===== src/rtl/line_i_cache.sv =====
// Direct-mapped instruction cache: one outstanding fetch, whole-line refill over a word bus.
// Optional hit/miss counters built only when LINE_I_CACHE_PERF_EN is defined.
module line_i_cache #(
    parameter int data_width  = 32,
    parameter int addr_width  = 32,
    parameter int entries     = 16,
    parameter int line_words  = 4,
    parameter int count_width = 32
) (
    input  logic                   clock,
    input  logic                   reset_n,
    input  logic                   flush,
    input  logic                   ir_addr_valid,
    output logic                   ir_addr_ready,
    input  logic [addr_width-1:0]  ir_addr,
    output logic                   ir_data_valid,
    input  logic                   ir_data_ready,
    output logic [data_width-1:0]  ir_data,
    output logic                   bus_ir_addr_valid,
    input  logic                   bus_ir_addr_ready,
    output logic [addr_width-1:0]  bus_ir_addr,
    input  logic                   bus_ir_data_valid,
    output logic                   bus_ir_data_ready,
    input  logic [data_width-1:0]  bus_ir_data,
    output logic [count_width-1:0] hit_count,
    output logic [count_width-1:0] miss_count
);
    localparam int OFF_W  = $clog2(line_words);
    localparam int IDX_W  = $clog2(entries);
    localparam int SLOT_W = IDX_W + OFF_W;
    localparam int TAG_W  = addr_width - SLOT_W;
    localparam int WC_W   = OFF_W + 1;

    typedef enum logic [2:0] {CLEAR, IDLE, LOOKUP, REFILL_ADDR, REFILL_DATA, RESPOND} state_t;
    state_t state, state_nxt;

    logic [IDX_W-1:0]      reset_counter;
    logic [WC_W-1:0]       word_cnt;
    logic [addr_width-1:0] req_addr;
    logic                  flush_pend;
    logic [entries-1:0]    valid_q;
    logic [TAG_W-1:0]      tag_mem  [entries];
    logic [data_width-1:0] data_mem [entries*line_words];

    logic [TAG_W-1:0]      req_tag;
    logic [IDX_W-1:0]      req_idx;
    logic [WC_W-1:0]       req_off;
    logic [addr_width-1:0] line_base;
    logic                  hit;
    logic                  last_word;

    assign req_tag   = req_addr[addr_width-1:SLOT_W];
    assign req_idx   = IDX_W'(req_addr[SLOT_W-1:0] >> OFF_W);
    assign req_off   = WC_W'(req_addr[SLOT_W-1:0] & SLOT_W'(line_words-1));
    assign line_base = req_addr & ~addr_width'(line_words-1);
    assign hit       = valid_q[req_idx] && (tag_mem[req_idx] == req_tag);
    assign last_word = (word_cnt == WC_W'(line_words-1));

    always_ff @(posedge clock or negedge reset_n) begin
        if (!reset_n) state <= CLEAR;
        else          state <= state_nxt;
    end

    always_comb begin
        state_nxt = state;
        unique case (state)
            CLEAR:       if (reset_counter == '0) state_nxt = IDLE;
            IDLE:        if (flush) state_nxt = CLEAR;
                         else if (ir_addr_valid) state_nxt = LOOKUP;
            LOOKUP:      state_nxt = hit ? RESPOND : REFILL_ADDR;
            REFILL_ADDR: if (bus_ir_addr_ready) state_nxt = REFILL_DATA;
            REFILL_DATA: if (bus_ir_data_valid) state_nxt = last_word ? RESPOND : REFILL_ADDR;
            RESPOND:     if (ir_data_ready) state_nxt = (flush_pend || flush) ? CLEAR : IDLE;
            default:     state_nxt = CLEAR;
        endcase
    end

    // A flush arriving in IDLE wins over a same-cycle request, so ready drops with it.
    always_comb begin
        ir_addr_ready     = (state == IDLE) && !flush;
        ir_data_valid     = (state == RESPOND);
        bus_ir_addr_valid = (state == REFILL_ADDR);
        bus_ir_data_ready = (state == REFILL_DATA);
    end

    always_ff @(posedge clock or negedge reset_n) begin
        if (!reset_n) begin
            reset_counter <= IDX_W'(entries-1);
            word_cnt      <= '0;
            req_addr      <= '0;
            flush_pend    <= 1'b0;
            bus_ir_addr   <= '0;
            ir_data       <= '0;
        end else begin
            // Decrement wraps 0 -> entries-1, re-arming the walk for the next CLEAR.
            if (state == CLEAR) reset_counter <= reset_counter - 1'b1;

            if (state == RESPOND && ir_data_ready) flush_pend <= 1'b0;
            else if (flush && state != IDLE)       flush_pend <= 1'b1;

            if (state == IDLE && ir_addr_valid && !flush) req_addr <= ir_addr;

            if (state == LOOKUP) begin
                if (hit) begin
                    ir_data <= data_mem[req_addr[SLOT_W-1:0]];
                end else begin
                    word_cnt    <= '0;
                    bus_ir_addr <= line_base;
                end
            end

            if (state == REFILL_DATA && bus_ir_data_valid) begin
                if (word_cnt == req_off) ir_data <= bus_ir_data;
                if (!last_word) begin
                    word_cnt    <= word_cnt + 1'b1;
                    bus_ir_addr <= line_base | addr_width'(word_cnt + 1'b1);
                end
            end
        end
    end

    // Valid bits are cleared by the CLEAR walk that always follows reset.
    always_ff @(posedge clock) begin
        if (state == CLEAR) valid_q[reset_counter] <= 1'b0;
        if (state == REFILL_DATA && bus_ir_data_valid) begin
            data_mem[bus_ir_addr[SLOT_W-1:0]] <= bus_ir_data;
            if (last_word) begin
                tag_mem[req_idx] <= req_tag;
                valid_q[req_idx] <= 1'b1;
            end
        end
    end

`ifdef LINE_I_CACHE_PERF_EN
    always_ff @(posedge clock or negedge reset_n) begin
        if (!reset_n) begin
            hit_count  <= '0;
            miss_count <= '0;
        end else if (state == LOOKUP) begin
            if (hit && hit_count != '1)         hit_count  <= hit_count + 1'b1;
            else if (!hit && miss_count != '1)  miss_count <= miss_count + 1'b1;
        end
    end
`else
    assign hit_count  = '0;
    assign miss_count = '0;
`endif

endmodule


===== config.mk =====
export PLATFORM = sky130hd
export DESIGN_NAME = line_i_cache
export DESIGN_NICKNAME = d
export VERILOG_FILES = /design/src/rtl/line_i_cache.sv
export SDC_FILE = /design/constraint.sdc
export NUM_CORES = 2
export LEC_CHECK = 0
export CAP_MARGIN = 20
export CORE_MARGIN = 3
export CORE_UTILIZATION = 45
export CTS_CLUSTER_DIAMETER = 40
export DETAILED_ROUTE_END_ITERATION = 16
export PLACE_DENSITY_LB_ADDON = 0.08
export SYNTH_ARGS = -nofsm -noshare
export SYNTH_HDL_FRONTEND = slang
export SYNTH_SLANG_ARGS = --single-unit

===== constraint.sdc =====
create_clock -name clock -period 3.9 [get_ports clock]
set_input_delay 0.585 -clock clock [delete_from_list [all_inputs] [get_ports clock]]
set_output_delay 0.585 -clock clock [all_outputs]
set_load 0.005 [all_outputs]

==> metrics <==
Worst Slack Setup Final=0.149 ns; actual transition at the worst max-transition pin=1.21 ns; Initial Util=45.4%; layout overhead on the synthesized area=21.7%; outcome=completed; Hold WC Path Type=input pin to flip-flop; clock root buffer master=clkbuf_16; total standard cell area after synthesis=0.100 sq mm; Synth warnings=0; remaining global-route overflow=0; wire length of the first global-routing pass=410,000 microns; TritonCTS clock tree=yes; core box area=0.220 sq mm; FF-to-FF End=ir_data[18]; maximum operating frequency=267 MHz; Post-layout nets=around 5.3k; vias in the first global route=51.5k; start point of the worst hold path=bus_ir_data[16]; pin count of the biggest net entering global routing=67; element type at the critical path end=flip-flop; clock period minus final worst setup slack=3.75 ns; final core occ=55.3%; setup slack, reg-to-reg=0.15 ns; Slew Limit Headroom=a little under a fifth; Post-Syn Instances=around 4.5k; worst hold slack=0.0333 ns; data arrival time of the critical path=around 4.6 ns; Clock Latency Late Sink=about 0.94 ns; sequential fraction of the synthesis area=between 70% and 80%; max-cap viol count=0; maximum single-stage delay on the critical path=0.62 ns; CTS H-Tree Depth=5; number of distinct standard cells referenced by the synthesized netlist=73; Endpoint, Worst Hold=data_mem[54][16]; number of buffers created by CTS=388; total wirelength of the detailed-routed design=294,000 microns; via count of the routed design=51.2k; leading post-synthesis cells by instance count=edfxtp_1 (2,464), mux4_2 (662), nor2_1 (136); most common cell in the netlist=edfxtp_1; worst-case clock skew=between 0.05 and 0.06 ns; # clock sinks=roughly 2.6k; register bit total from synthesis=2,587; DRT Pass-1 Iters=6; area of the die=0.228 sq mm; Clk pin slew, worst setup/hold paths=0.05 ns; CP Data Required Time=4.72 ns; number of core rows=172; EDFF count, synth=2,464; post-synthesis async set-or-reset flop share=4.14%; reported leakage power=39.6 nW; cell type with the highest aggregate area in the netlist=edfxtp_1; Detail Route Antenna Nets=0; period utilisation layout=96.2%; Mean Syn Cell Area=around 22 sq um; Die X=478 microns; maximum fanout count along the critical path=25; placer's final routability congestion estimate=0.817; pins over their slew limit=0; largest cells by area after synthesis=edfxtp_1 (74%), mux4_2 (15%), dfrtp_1 (2.6%), mux2i_1 (1.1%), mux2_2 (0.97%); worst hold stages=1; Setup crit start kind=flip-flop; number of DRC violations after detailed-routing iteration 0=roughly 5.6k; Final Cell Area=0.122 sq mm; setup repair after global routing missed its margin=false; top flip-flop cell by instance count after synthesis=edfxtp_1; height of the die=about 480 microns; final-report hold violation count=0; total DRC errors in the routed layout=0; pre-CTS WS=-0.124 ns; number of cells traversed by the worst register-to-register path=11; fraction of layout instances using a drive strength above 1=34.7%; Worst path slowest cell=dfrtp_4; antenna violations before repair=14; P per Cell Area=between 700 and 800 mW/mm^2; total of fill cells in the finished design=16.6k; HPWL after detailed placement=about 170,000 microns; setup tns final=0 ns; number of failing setup endpoints in the final timing report=0; deepest clock path buffer count=4; routed via count divided by cell count=6.02; Post-Place Cell Area=0.108 sq mm; Top-Level Pins=between 200 and 250; worst supply voltage drop on vdd=between 0.0005 and 0.0006 V; fraction of synthesized cell area taken by the top area cell type=about three quarters; Routed wire per std cell=approximately 35 microns; ordered cell list for the critical path=and2_1, a22oi_1, a31oi_1, or3b_1, a211oi_2, o2111ai_2, or4_4, buf_12, buf_4, nor3b_1, nor3_1; path type of the worst setup path=flip-flop to flip-flop; reg-to-reg critical path startpoint=req_addr[3]; total track usage=25.7%; number of input and output port buffers inserted=138
==> power breakdown <==
group	total (mW)	switching, mW	leakage, nW	internal (mW)
Sequential	33.1	1.28	23.5	31.8
Combinational	24.0	12.7	9.80	11.3
Clock	34.7	12.7	6.27	22.0
==> sequential cells by signal (all words and copies together) (netlist names) <==
| signal | cells |
|---|---|
| ir_data | 32 |
| reset_counter | 4 |
| word_cnt | 3 |
| bus_ir_addr | 32 |
| valid_q | 16 |
| state | 3 |
| data_mem | 2048 |
| flush_pend | 1 |
| tag_mem | 416 |
| req_addr | 32 |
==> through the flow <==
| stage | power (mW) | cells |
|---|---|---|
| 2_1_floorplan | 47.5 | 4609 |
| 3_3_place_gp | 57.6 | 7769 |
| 3_5_place_dp | 57.6 | 7771 |
| 4_1_cts | 92.4 | 8468 |
| 5_1_grt | 95.0 | 8507 |
| 6_report | 91.8 | 8509 |
==> worst max-delay path, delay by kind of cell, from the launching register on <==
kind	cells	cell delay, ns
AO/OA/AOI/OAI	4	0.86
buffers and inverters	2	0.37
AND/OR/NAND/NOR	5	1.79
flip-flops	1	0.62
==> metal layers <==
layer | global-route usage (%) | share of wire, % | wire length, microns
met5 | 0 | 0.0068 | 20
met4 | 6.95 | 2.7 | 7910
met3 | 4.56 | 7.0 | 20800
met2 | 41.2 | 48 | 143000
met1 | 36.7 | 42 | 123000
==> placed cells by master (no fill, tap or decap), types with 41 or more instances in the layout <==
| cell | instances |
|---|---|
| buf_12 | 99 |
| nor2_4 | 78 |
| clkbuf_16 | 397 |
| bufinv_16 | 49 |
| a22oi_1 | 62 |
| edfxtp_1 | 2464 |
| clkdlybuf4s50_1 | 105 |
| mux4_2 | 662 |
| o21ai_0 | 66 |
| nor2_1 | 57 |
| conb_1 | 64 |
| dfrtp_1 | 97 |
| nand2_1 | 124 |
| nand3_1 | 71 |
| clkinv_2 | 45 |
| mux2_2 | 86 |
| clkinvlp_4 | 45 |
| mux2i_1 | 113 |
| clkinv_4 | 41 |
| buf_4 | 293 |
==> what timing repair did <==
action | CTS | global route
gates cloned | 0 | 4
pin swaps | 0 | 2
hold buffers | 1 | 9
setup buffers | 0 | 5
resized for setup | 3 | 8
endpoints found under the setup margin | 31 | 13
endpoints found under the hold margin | 58 | 51
==> worst max path at each step <==
stage	to	start	slack, ns
global route	ir_data[18]	req_addr[2]	0.002
floorplan	tag_mem[15][0]	req_addr[5]	0.12
CTS	ir_data[18]	req_addr[2]	0.07
detailed placement	bus_ir_addr[28]	req_addr[2]	-0.12
global placement	bus_ir_addr[16]	req_addr[2]	-0.10
finish	ir_data[18]	req_addr[3]	0.15
==> cell families (layout without fill, tap and decap cells) <==
family	count (synthesis)	in the layout	synth area share, %
XOR/XNOR	25	25	0.219
adder cells (fa/ha/maj)	6	6	0.0750
other	1	68	0.00375
AND/OR/NAND/NOR	443	443	2.04
multiplexers	861	861	17.0
AO/OA/AOI/OAI	295	295	2.07
buffers and inverters	328	1266	1.66
flip-flops	2587	2587	76.9
==> final cells by class <==
cell class	instances	area, sq um	share of cell area [%]
Tap cell	2958	3700	3.04
Antenna cell	4	10.0	0.00822
Sequential cell	2587	77000	63.2
Clock inverter	259	2960	2.43
Clock buffer	437	10100	8.28
Multi-Input combinational cell	1694	22300	18.3
Timing Repair Buffer	546	5660	4.64
Inverter	24	91.3	0.0750
(Power assumes the default switching activity.)
